**config.mk**
```make
export PLATFORM = sky130hd
export DESIGN_NAME = nes_focus_arbiter
export DESIGN_NICKNAME = d
export VERILOG_FILES = /design/src/rtl/nes_focus_arbiter.sv
export SDC_FILE = /design/constraint.sdc
export NUM_CORES = 1
export LEC_CHECK = 0
export BUFFER_PORTS_ARGS = -buffer_cell sky130_fd_sc_hd__buf_2
export CAP_MARGIN = 20
export CELL_PAD_IN_SITES_DETAIL_PLACEMENT = 0
export CELL_PAD_IN_SITES_GLOBAL_PLACEMENT = 1
export CORE_MARGIN = 8
export CORE_UTILIZATION = 25
export CTS_CLUSTER_DIAMETER = 200
export DETAILED_ROUTE_END_ITERATION = 10
export GPL_ROUTABILITY_DRIVEN = 0
export PLACE_DENSITY = 0.59
export SLEW_MARGIN = 40
export SYNTH_ARGS = -nofsm -noshare
export SYNTH_HDL_FRONTEND = slang
export SYNTH_SLANG_ARGS = --single-unit
```
**constraint.sdc**
```tcl
create_clock -name clock -period 1.2 [get_ports clock]
set_input_delay 0.12 -clock clock [delete_from_list [all_inputs] [get_ports clock]]
set_output_delay 0.12 -clock clock [all_outputs]
set_load 0.02 [all_outputs]
```
**src/rtl/nes_focus_arbiter.sv**
```systemverilog
// rtl/nes_focus_arbiter.sv - NES controller focus arbiter for the VGA, clock and audio consumers
//
// Routes one NES controller to three front-panel consumers. Select rotates
// focus; every other button press becomes a one-cycle command pulse on the
// bus of the consumer that currently holds focus.
//
// Optional feature macro: NES_AUTOREPEAT_EN
//   defined   : a single held direction auto-repeats (HOLD/REPEAT states + counter)
//   undefined : exactly one pulse per press, no hold counter
//
// Ports:
//   clock          in   system clock (50 MHz)
//   reset_n        in   asynchronous active-low reset
//   buttons[7:0]   in   button levels {a, b, select, start, up, down, left, right}
//   owner[1:0]     out  focus holder: 0 VGA, 1 CLOCK, 2 AUDIO
//   owner_changed  out  one-cycle pulse when owner advances
//   vga_cmd[7:0]   out  command pulses for the VGA consumer (select bit always 0)
//   clk_cmd[7:0]   out  command pulses for the seven-segment clock driver
//   aud_cmd[7:0]   out  command pulses for the audio path
module nes_focus_arbiter #(
  parameter int HOLD_CYCLES   = 25_000_000,
  parameter int REPEAT_CYCLES = 5_000_000
) (
  input  logic       clock,
  input  logic       reset_n,
  input  logic [7:0] buttons,
  output logic [1:0] owner,
  output logic       owner_changed,
  output logic [7:0] vga_cmd,
  output logic [7:0] clk_cmd,
  output logic [7:0] aud_cmd
);

  localparam int         SEL_BIT   = 5;
  // Every button except select can become a command.
  localparam logic [7:0] CMD_MASK  = 8'hDF;
  localparam logic [1:0] OWNER_VGA = 2'd0;
  localparam logic [1:0] OWNER_CLK = 2'd1;
  localparam logic [1:0] OWNER_AUD = 2'd2;

  // Zero-length hold or repeat periods have no meaning; refuse to elaborate them.
  if (HOLD_CYCLES < 1 || REPEAT_CYCLES < 1) begin : g_bad_cfg
    $error("nes_focus_arbiter: HOLD_CYCLES and REPEAT_CYCLES must be at least 1");
  end

`ifdef NES_AUTOREPEAT_EN
  typedef enum logic [1:0] {ST_LOCK, ST_IDLE, ST_HOLD, ST_REPEAT} state_e;

  localparam int MAX_CYCLES = (HOLD_CYCLES > REPEAT_CYCLES) ? HOLD_CYCLES : REPEAT_CYCLES;
  localparam int CNT_W      = (MAX_CYCLES > 1) ? $clog2(MAX_CYCLES) : 1;
  localparam logic [CNT_W-1:0] HOLD_LAST   = CNT_W'(HOLD_CYCLES - 1);
  localparam logic [CNT_W-1:0] REPEAT_LAST = CNT_W'(REPEAT_CYCLES - 1);
`else
  typedef enum logic [1:0] {ST_LOCK, ST_IDLE} state_e;
`endif

  state_e     state_q, state_d;
  logic [7:0] prev_q;
  logic [1:0] owner_q, owner_d;
  logic       owner_changed_q, owner_changed_d;
  logic [7:0] vga_cmd_q, vga_cmd_d;
  logic [7:0] clk_cmd_q, clk_cmd_d;
  logic [7:0] aud_cmd_q, aud_cmd_d;

  logic [7:0] btn_edge;
  logic       sel_edge;
  logic [7:0] pulse;

`ifdef NES_AUTOREPEAT_EN
  logic [CNT_W-1:0] cnt_q, cnt_d;
  logic [3:0]       rep_q, rep_d;      // one-hot direction being repeated
  logic [3:0]       dir_lvl;
  logic             dir_edge;
  logic             single_dir;

  assign dir_lvl    = buttons[3:0];
  assign dir_edge   = |btn_edge[3:0];
  // Exactly one direction held: non-zero and a power of two.
  assign single_dir = (dir_lvl != 4'd0) && ((dir_lvl & (dir_lvl - 4'd1)) == 4'd0);
`endif

  assign btn_edge = buttons & ~prev_q;
  assign sel_edge = btn_edge[SEL_BIT];

  always_comb begin
    state_d         = state_q;
    owner_d         = owner_q;
    owner_changed_d = 1'b0;
    pulse           = 8'h00;
`ifdef NES_AUTOREPEAT_EN
    cnt_d           = cnt_q;
    rep_d           = rep_q;
`endif

    if (sel_edge) begin
      // Focus change wins over everything else seen this cycle; LOCK then
      // keeps buttons still held from leaking to the new owner.
      case (owner_q)
        OWNER_VGA: owner_d = OWNER_CLK;
        OWNER_CLK: owner_d = OWNER_AUD;
        default:   owner_d = OWNER_VGA;
      endcase
      owner_changed_d = 1'b1;
      state_d         = ST_LOCK;
`ifdef NES_AUTOREPEAT_EN
      cnt_d           = '0;
`endif
    end else begin
      case (state_q)
        ST_LOCK: begin
          if ((buttons & CMD_MASK) == 8'h00) begin
            state_d = ST_IDLE;
          end
        end
        default: begin
          pulse = btn_edge & CMD_MASK;
`ifdef NES_AUTOREPEAT_EN
          if (dir_edge) begin
            // Any new direction press restarts repeat tracking; chords never repeat.
            cnt_d = '0;
            if (single_dir) begin
              state_d = ST_HOLD;
              rep_d   = dir_lvl;
            end else begin
              state_d = ST_IDLE;
            end
          end else if (state_q == ST_HOLD || state_q == ST_REPEAT) begin
            if ((dir_lvl & rep_q) == 4'd0) begin
              state_d = ST_IDLE;
              cnt_d   = '0;
            end else if (state_q == ST_HOLD && cnt_q == HOLD_LAST) begin
              pulse   = pulse | {4'd0, rep_q};
              cnt_d   = '0;
              state_d = ST_REPEAT;
            end else if (state_q == ST_REPEAT && cnt_q == REPEAT_LAST) begin
              pulse   = pulse | {4'd0, rep_q};
              cnt_d   = '0;
            end else begin
              cnt_d   = cnt_q + 1'b1;
            end
          end
`endif
        end
      endcase
    end

    vga_cmd_d = (owner_q == OWNER_VGA) ? pulse : 8'h00;
    clk_cmd_d = (owner_q == OWNER_CLK) ? pulse : 8'h00;
    aud_cmd_d = (owner_q == OWNER_AUD) ? pulse : 8'h00;
  end

  always_ff @(posedge clock or negedge reset_n) begin
    if (!reset_n) begin
      state_q         <= ST_LOCK;
      // All-ones so buttons held through reset never look like a press.
      prev_q          <= 8'hFF;
      owner_q         <= OWNER_VGA;
      owner_changed_q <= 1'b0;
      vga_cmd_q       <= 8'h00;
      clk_cmd_q       <= 8'h00;
      aud_cmd_q       <= 8'h00;
`ifdef NES_AUTOREPEAT_EN
      cnt_q           <= '0;
      rep_q           <= 4'd0;
`endif
    end else begin
      state_q         <= state_d;
      prev_q          <= buttons;
      owner_q         <= owner_d;
      owner_changed_q <= owner_changed_d;
      vga_cmd_q       <= vga_cmd_d;
      clk_cmd_q       <= clk_cmd_d;
      aud_cmd_q       <= aud_cmd_d;
`ifdef NES_AUTOREPEAT_EN
      cnt_q           <= cnt_d;
      rep_q           <= rep_d;
`endif
    end
  end

  assign owner         = owner_q;
  assign owner_changed = owner_changed_q;
  assign vga_cmd       = vga_cmd_q;
  assign clk_cmd       = clk_cmd_q;
  assign aud_cmd       = aud_cmd_q;

endmodule

```
## After elaboration in Yosys (flattened, before gate mapping)

Cells that the tools add are included.

- Register bits after elaboration: 37
- Bits of input ports: 10

- Eq/ne operators: 2
- Muxes and demuxes: 10
- Bitwise gates (word level): 2
- Reduce and logical (&&, ||, !) cells: 6

Operator list:

| cell | count |
|---|---|
| $mux W8 | 5 |
| $and A8 B8 Y8 | 1 |
| $logic_not A8 Y1 | 1 |
| $not A8 Y8 | 1 |
| $mux W2 | 3 |
| $logic_not A2 Y1 | 2 |
| $pmux W2 S2 | 1 |
| $reduce_bool A2 Y1 | 2 |
| $eq A2 B1 Y1 const B | 1 |
| $eq A2 B2 Y1 const B | 1 |
| $reduce_and A2 Y1 | 1 |
| $mux W1 | 1 |

## Logic depth before layout (Yosys ltp)

Gate-level depths: netlist of the first run.

- Depth after elaboration: 5
- Mapped depth: 4

## Least setup slack after synthesis of the first run

No wires, ideal clock.

- Path type: flip-flop to flip-flop
- Start point: reg owner_q[1] (netlist: owner[1])
- End point: reg vga_cmd_q[7] (netlist: vga_cmd[7])
- Setup time: 0.101 ns
- Arrival time: 1.131 ns
- Data required time: 1.099 ns
- Setup slack: -0.032 ns
- Stages on the path, launching flop included: 4
- Path buffers: 1
- Period minus slack after synthesis: 1.232 ns
- Cells stage by stage: dfrtp_1 > or2_2 > clkbuf_1 > nor4_1

- Word-level cells in the longest chain between the ends: 2

Ends and longest elaborated chain:

| element | RTL line | RTL |
|---|---|---|
| start: declaration | 59 | `logic [1:0] owner_q, owner_d;` |
| start signal: assignment | 169 | `owner_q <= owner_d;` |
| $logic_not A2 Y1 | 147 | `vga_cmd_d = (owner_q == OWNER_VGA) ? pulse : 8'h00;` |
| $mux W8 | 147 |  |
| net vga_cmd_d[7] | 61 | `logic [7:0] vga_cmd_q, vga_cmd_d;` |
| end signal: assignment | 171 | `vga_cmd_q <= vga_cmd_d;` |
| end: declaration | 61 |  |

The timed path passes the listed nets, and every way through them passes these cells.
A chain may end at the register's enable or synchronous reset.

## Worst setup path in the final report of the first run

- Start point: reg state_q[0]
- End point: reg aud_cmd_q[6] (netlist: aud_cmd[6])

- Word-level cells in the longest chain between the ends: 4

Ends and longest elaborated chain:

| element | RTL line | RTL |
|---|---|---|
| start: declaration | 57 | `state_e state_q, state_d;` |
| start signal: assignment | 167 | `state_q <= state_d;` |
| $logic_not A2 Y1 | 109 | `case (state_q)` |
| $mux W8 | 109 |  |
| $mux W8 | 95 | `if (sel_edge) begin` |
| $mux W8 | 149 | `aud_cmd_d = (owner_q == OWNER_AUD) ? pulse : 8'h00;` |
| net aud_cmd_d[6] | 63 | `logic [7:0] aud_cmd_q, aud_cmd_d;` |
| end signal: assignment | 173 | `aud_cmd_q <= aud_cmd_d;` |
| end: declaration | 63 |  |

The timed path passes the listed nets, and every way through them passes these cells.

==> impl_metrics.toml, run 1 <==
[status]
status = "complete, no violations"

[route]
drt-vias-per-instance = 4.38
drt_first_iter_violations = 94
drt-total-wl_um = 2790
drcViolationCount = 0
via_count = 815
drt-wirelength-per-cell_um = 15.0
drt_pass1_iterations = 4
ant_nets = 0

[synthesis]
synth_async_sr_flop_share_pct = 100
synth-seq-cells = 33
ys_top_cells_by_area = "sky130_fd_sc_hd__dfrtp_1 53%, sky130_fd_sc_hd__dfstp_2 18%, sky130_fd_sc_hd__nor4_1 11%"
mappedNetlistArea_mm2 = 0.00118
ys_seq_area_share_pct = 70.7
post_synth_most_frequent_cells = "25 x sky130_fd_sc_hd__dfrtp_1, 21 x sky130_fd_sc_hd__nor4_1, 8 x sky130_fd_sc_hd__dfstp_2, 8 x sky130_fd_sc_hd__nand2b_1, 4 x sky130_fd_sc_hd__clkbuf_1"
netlist.top_cell.by_area = "sky130_fd_sc_hd__dfrtp_1"
ys.warnings.count = 0
yosys.cell_count.top_type = "sky130_fd_sc_hd__dfrtp_1"
synth_edf_count = 0
synthesized_instance_count = 86
synth-main-ff-cell = "sky130_fd_sc_hd__dfrtp_1"
post_synth.cell_area_avg_um2 = 13.7
post_synth_num_cell_types = 17
synth_top_cell_area_share_pct = 52.9

[timing]
setup_violations = 0
layout_min_cycle_time_ns = 1.17
rsz_0062_raised_after_global_routing = "true"
timing.final.crit_share_pct = 97.8
worst-slew-pin-transition_ns = 0.587
max_freq_mhz = 852
final.setup_skew_ns = 0.00258
relative_slew_margins_pct = 60.7
timing.final.hold_violations = 0
report.final.slew_viol_count = 0

[clocking]
cts_max_level = 2
clock_tree_from_tritoncts = "built"
cts.reportedPaths.clkPinSlew_ns = 0.06
cts_root_buffer = "sky130_fd_sc_hd__clkbuf_8"
cts-buffers-inserted = 5
clk_path_buf_depth = 2
worst_skew_pair.late_latency_ns = 0.29
clock_sinks = 33

[cells_and_area]
layout.nets = 141
postLayoutCellArea_mm2 = 0.00163
layout.cells.non_filler = 186
antenna_cells = 0
share_of_final_layout_standard_cells_stronger_than_drive_strength_1_pct = 51.5
area_growth_syn_to_layout_pct = 37.6
finalCoreUtilization_pct = 35.1

[global_route]
antenna_violations_before_repair = 0
grt_max_degree = 34
grt_remaining_overflow = 0
grt_usage_pct = 7.95
grt_pass1_wl_um = 4260
via_count_of_the_first_global_routing_pass = 867

[placed_design]
port_buffers = 33
postPlaceCellArea_mm2 = 0.00140
hpwlAfterDp_um = 1860
place_inst = 167

[worst_setup_path]
critPathRequiredTime_ns = 1.38
endpoint_kind = "flip-flop"
cp_max_fo = 11
worst-endpoint-arrival_ns = 1.35
r2r-end = "aud_cmd[6]$_DFF_PN0_"
timing.setup.critical_path_class = "flip-flop to flip-flop"
timing.critical_path.from = "state_q[0]$_DFFE_PN0P_"
timing.rr.start = "state_q[0]$_DFFE_PN0P_"
crit_path_max_incr_delay_ns = 0.47
critPathSlowestCell = "sky130_fd_sc_hd__dfrtp_2"
endpoint = "aud_cmd[6]$_DFF_PN0_"
minimum_setup_slack_among_reg_to_reg_paths_ns = 0.03
worst-r2r-cell-count = 3
cp-start-kind = "flip-flop"
cell_breakdown_of_the_critical_path = "clkinvlp_4 -> buf_4 -> nor4_1"

[floorplan]
placeableCoreArea_mm2 = 0.00463
dieHeight_um = 84.8
dieWidth_um = 84.8
effective_utilization_at_floorplan_pct = 25.5
placement_rows = 25
die-area_mm2 = 0.00719
io_pins = 37

[pwr]
power_leakage_nw = 0.767
totalPowerFinal_mw = 2.52
ir_worst_vdd_uv = 422
powerDensity_mw_per_mm2 = 1550

[min_path]
hp-class = "primary input to flip-flop"

[job]
cap_violations = 0
[metal layers]
metal | track usage, % | vias up | wire [µm]
met4 | 6.31 | 0 | 79
met3 | 4.98 | 5 | 306
met5 | 0 | - | 0
met1 | 8.01 | 394 | 1100
li1 | - | 382 | -
met2 | 11.5 | 34 | 1310
[cell type report]
| type | instances | area [µm²] |
|---|---|---|
| fill | 471 | 3000 |
| tap | 54 | 67.6 |
| multi-input combinational | 42 | 323 |
| inverter | 3 | 15.0 |
| timing repair buffer | 44 | 265 |
| timing repair inverter | 2 | 15.0 |
| sequential | 33 | 840 |
| clock inverter | 1 | 5.00 |
| clock buffer | 7 | 96.3 |
[power by group]
part	internal, mW	switching, mW
sequential	1.18	0.0400
combinational	0.124	0.274
clock	0.517	0.391
total	1.82	0.705
[layout by cell type, fill, tap and decap left out, drive strengths merged]
master	n
buf	37
dfrtp	25
nor4	21
nand2b	8
dfstp	8
clkbuf	7
dlygate4sd3	7
clkinvlp	3
conb	3
nor2b	3
inv	2
mux2i	2
or2b	1
or2	1
or4	1
o21ba	1
a2111oi	1
clkinv	1
[cell families (layout without fill, tap and decap cells)]
logic type | after synthesis | count (layout) | synth area share (%)
buffers and inverters | 14 | 57 | 5.61
flip-flops | 33 | 33 | 70.7
other | 1 | 3 | 0.317
AND/OR/NAND/NOR | 34 | 35 | 18.5
multiplexers | 2 | 2 | 1.69
AO/OA/AOI/OAI | 2 | 2 | 3.17
[flip-flops by register name (all words and copies together), names as in the netlist]
| register | cells |
|---|---|
| prev_q | 8 |
| aud_cmd | 7 |
| clk_cmd | 7 |
| vga_cmd | 7 |
| owner | 2 |
| owner_changed | 1 |
| state_q | 1 |
[critical path, delay by kind of cell (launching register included)]
kind                   cells  cell delay [ns]
and+or+nand+nor            1             0.31
DFF                        1             0.47
buffers and inverters      2             0.28
[how the worst min path moves through the flow]
stage	startpoint	endpoint	cells after the start
after floorplan	reset_n	aud_cmd[0]$_DFF_PN0_	0
after global placement	reset_n	clk_cmd[0]$_DFF_PN0_	2
after detailed placement	reset_n	aud_cmd[0]$_DFF_PN0_	2
after CTS	buttons[1]	prev_q[1]$_DFF_PN1_	2
after global routing	buttons[1]	prev_q[1]$_DFF_PN1_	2
final	buttons[1]	prev_q[1]$_DFF_PN1_	2
[stage by stage]
step           setup WS [ns]  TNS (ns)  hold slack, ns
4_1_cts               0.0278         0          0.0435
3_5_place_dp         -0.0455   -0.0455           0.160
2_1_floorplan         0.0136         0          -0.176
6_report              0.0268         0          0.0484
3_3_place_gp          -0.195     -4.21           0.157
5_1_grt              -0.0571    -0.161          0.0545
[what timing repair did]
action,in CTS,in global routing
endpoints found under the hold margin,31,0
gates resized for setup,0,7
hold buffers,7,0
endpoints found under the setup margin,0,24
setup buffers,0,1
Power figures use the tool's default switching activity.
==> inputs of run 2 (changes only) <==
==> config.mk (replaced) <==
export PLATFORM = sky130hd
export DESIGN_NAME = nes_focus_arbiter
export DESIGN_NICKNAME = d
export VERILOG_FILES = /design/src/rtl/nes_focus_arbiter.sv
export SDC_FILE = /design/constraint.sdc
export NUM_CORES = 1
export LEC_CHECK = 0
export CAP_MARGIN = 20
export CELL_PAD_IN_SITES_DETAIL_PLACEMENT = 0
export CELL_PAD_IN_SITES_GLOBAL_PLACEMENT = 1
export CORE_MARGIN = 8
export CORE_UTILIZATION = 25
export CTS_CLUSTER_DIAMETER = 200
export DETAILED_ROUTE_END_ITERATION = 10
export DONT_BUFFER_PORTS = 1
export GPL_ROUTABILITY_DRIVEN = 0
export PLACE_DENSITY_LB_ADDON = 0.1
export SLEW_MARGIN = 40
export SYNTH_ARGS = -nofsm -noshare
export SYNTH_HDL_FRONTEND = slang
export SYNTH_SLANG_ARGS = --single-unit
export TNS_END_PERCENT = 1
==> run 2 against run 1 <==
- critical path depth down 1
- first-iteration DRC count down 62%
- sequential power about the same
- core utilization down 3.2 points
- power up 6.1%
- clock skew up 0.0048 ns
- combinational power down 3%
- sequential share of layout area up 5.0 points
- register-to-register slack worse by 0.02 ns
==> impl_metrics.toml, run 2 (same netlist as run 1, synthesis figures left out) <==
[status]
status = "complete, no violations"

[route]
drt-total-wl_um = 2650
drt_first_iter_violations = 36
ant_nets = 0
drt_pass1_iterations = 4
drt-wirelength-per-cell_um = 17.4
via_count = 686
drt-vias-per-instance = 4.51
drcViolationCount = 0

[floorplan]
dieHeight_um = 84.8
effective_utilization_at_floorplan_pct = 25.5
placement_rows = 25
die-area_mm2 = 0.00719
placeableCoreArea_mm2 = 0.00463
io_pins = 37
dieWidth_um = 84.8

[cells_and_area]
final-seq-area_um2 = 838
finalCoreUtilization_pct = 32.0
max_flop_register = "prev_q"
area_growth_syn_to_layout_pct = 25.2
layout_common_cells = "23 x sky130_fd_sc_hd__dfrtp_1, 20 x sky130_fd_sc_hd__nor4_1, 9 x sky130_fd_sc_hd__dlygate4sd3_1"
layout.nets = 107
multi_input_area_um2 = 302
mostFrequentLayoutCell = "sky130_fd_sc_hd__dfrtp_1"
largest_register_ff_count = 8
layout.cells.non_filler = 152
share_of_final_layout_standard_cells_stronger_than_drive_strength_1_pct = 27.6
antenna_cells = 0
fillerInstances = 480

[placed_design]
hpwlAfterDp_um = 1840
port_buffers = 0
place_inst = 134

[worst_setup_path]
cell_breakdown_of_the_critical_path = "nor2b_4 -> mux2i_1"
cp-start-kind = "flip-flop"
r2r-end = "owner[1]$_DFFE_PN0P_"
worst-r2r-cell-count = 2
critPathRequiredTime_ns = 1.41
worst-endpoint-arrival_ns = 1.40
timing.rr.start = "prev_q[5]$_DFF_PN1_"
cp_max_fo = 25
minimum_setup_slack_among_reg_to_reg_paths_ns = 0.002
endpoint_kind = "flip-flop"
critPathSlowestCell = "sky130_fd_sc_hd__nor2b_4"
timing.setup.critical_path_class = "flip-flop to flip-flop"
crit_path_max_incr_delay_ns = 0.50

[timing]
final.setup_skew_ns = 0.00739
setup_violations = 0
max_freq_mhz = 835
relative_slew_margins_pct = 58.3
rsz_0062_raised_after_global_routing = "true"
worst-slew-pin-transition_ns = 0.624
timing.final.hold_violations = 0
report.final.slew_viol_count = 0
timing.final.crit_share_pct = 99.8
layout_min_cycle_time_ns = 1.20

[pwr]
ir_worst_vdd_uv = 585
p_clk_share_pct = 39.8
power.sequential.fraction_pct = 45.8
power_leakage_nw = 0.623
share_comb_of_total_power_pct = 14.4
intPower_mw = 1.99
power.switching_fraction_pct = 25.8
p_sw_uw = 691
powerDensity_mw_per_mm2 = 1810

[global_route]
via_count_of_the_first_global_routing_pass = 701
grt_usage_pct = 7.79
antenna_violations_before_repair = 0
grt_max_degree = 34
grt_remaining_overflow = 0
grt_pass1_wl_um = 4200

[clocking]
post-cts-setup-buffer-count = 0
cts-buffers-inserted = 5
clock_sinks = 33
worst_skew_pair.late_latency_ns = 0.28
cts_max_level = 2
clock_tree_from_tritoncts = "built"
cts.reportedPaths.clkPinSlew_ns = 0.07
clk_path_buf_depth = 2
cts_root_buffer = "sky130_fd_sc_hd__clkbuf_8"

[min_path]
hold_path.startpoint = "buttons[2]"
hp-class = "primary input to flip-flop"
holdPathEnd = "aud_cmd[2]$_DFF_PN0_"
worst_hold_path.num_cells = 2

[job]
cap_violations = 0
-- run 2: cell types whose count changed in the layout (fill, tap and decap cells not counted), sizes merged --
cell and delta:
buf -33, bufinv +1, clkinv -1, clkinvlp -3
dlygate4sd3 +2, inv +1, nor2b -1
-- run 2: power by group through the flow --
stage / Combinational, mW / Sequential, mW / Clock, mW
global placement: 0.331 / 1.24 / 0
global route: 0.423 / 1.23 / 1.16
CTS: 0.390 / 1.22 / 1.10
detailed placement: 0.333 / 1.24 / 0
finish: 0.386 / 1.23 / 1.06
floorplan: 0.228 / 1.27 / 0
-- run 2: how the worst max path moves through the flow --
stage	start	endpoint	slack, ns	depth (start not counted)
floorplan	prev_q[5]$_DFF_PN1_	clk_cmd[0]$_DFF_PN0_	-0.003	4
global placement	prev_q[5]$_DFF_PN1_	owner[1]$_DFFE_PN0P_	-0.26	2
detailed placement	prev_q[5]$_DFF_PN1_	owner[1]$_DFFE_PN0P_	0.02	2
CTS	prev_q[5]$_DFF_PN1_	owner[1]$_DFFE_PN0P_	0.01	2
global route	prev_q[5]$_DFF_PN1_	owner[0]$_DFFE_PN0P_	-0.08	2
finish	prev_q[5]$_DFF_PN1_	owner[1]$_DFFE_PN0P_	0.002	2
-- run 2: timing repair --
action | in CTS | in global routing
setup endpoints to repair | 0 | 14
resized for setup | 0 | 1
endpoints found under the hold margin | 41 | 0
hold buffers | 10 | 0
-- run 2: per-stage QoR --
stage | TNS [ns] | area (µm²) | power (mW) | setup slack, ns | hold slack (ns)
floorplan | -0.0252 | 1190 | 1.50 | -0.00252 | -0.176
global placement | -5.64 | 1240 | 1.57 | -0.256 | -0.174
detailed placement | 0 | 1250 | 1.58 | 0.0223 | -0.175
CTS | 0 | 1470 | 2.71 | 0.0146 | 0.0393
global route | -0.906 | 1480 | 2.81 | -0.0823 | 0.0406
finish | 0 | 1480 | 2.68 | 0.00244 | 0.0506
-- run 2: final cells by class --
cell class,count,area share (%)
Multi-Input combinational cell,41,20.4
Sequential cell,33,56.6
Inverter,3,0.761
Tap cell,54,4.56
Clock buffer,7,5.83
Timing Repair Buffer,13,9.81
Clock inverter,1,2.03
-- run 2: routing by layer --
layer	vias to the layer above	wire, µm	track usage (%)
li1	316	-	-
met1	341	1150	9.30
met2	25	1250	11.1
met3	4	225	4.68
met4	0	23	2.91
met5	-	0	0
-- run 2: worst max-delay path: cells and delay by family (launching register included) --
kind,cells,cell delay [ns]
DFF,1,0.37
and+or+nand+nor,1,0.50
muxes,1,0.24
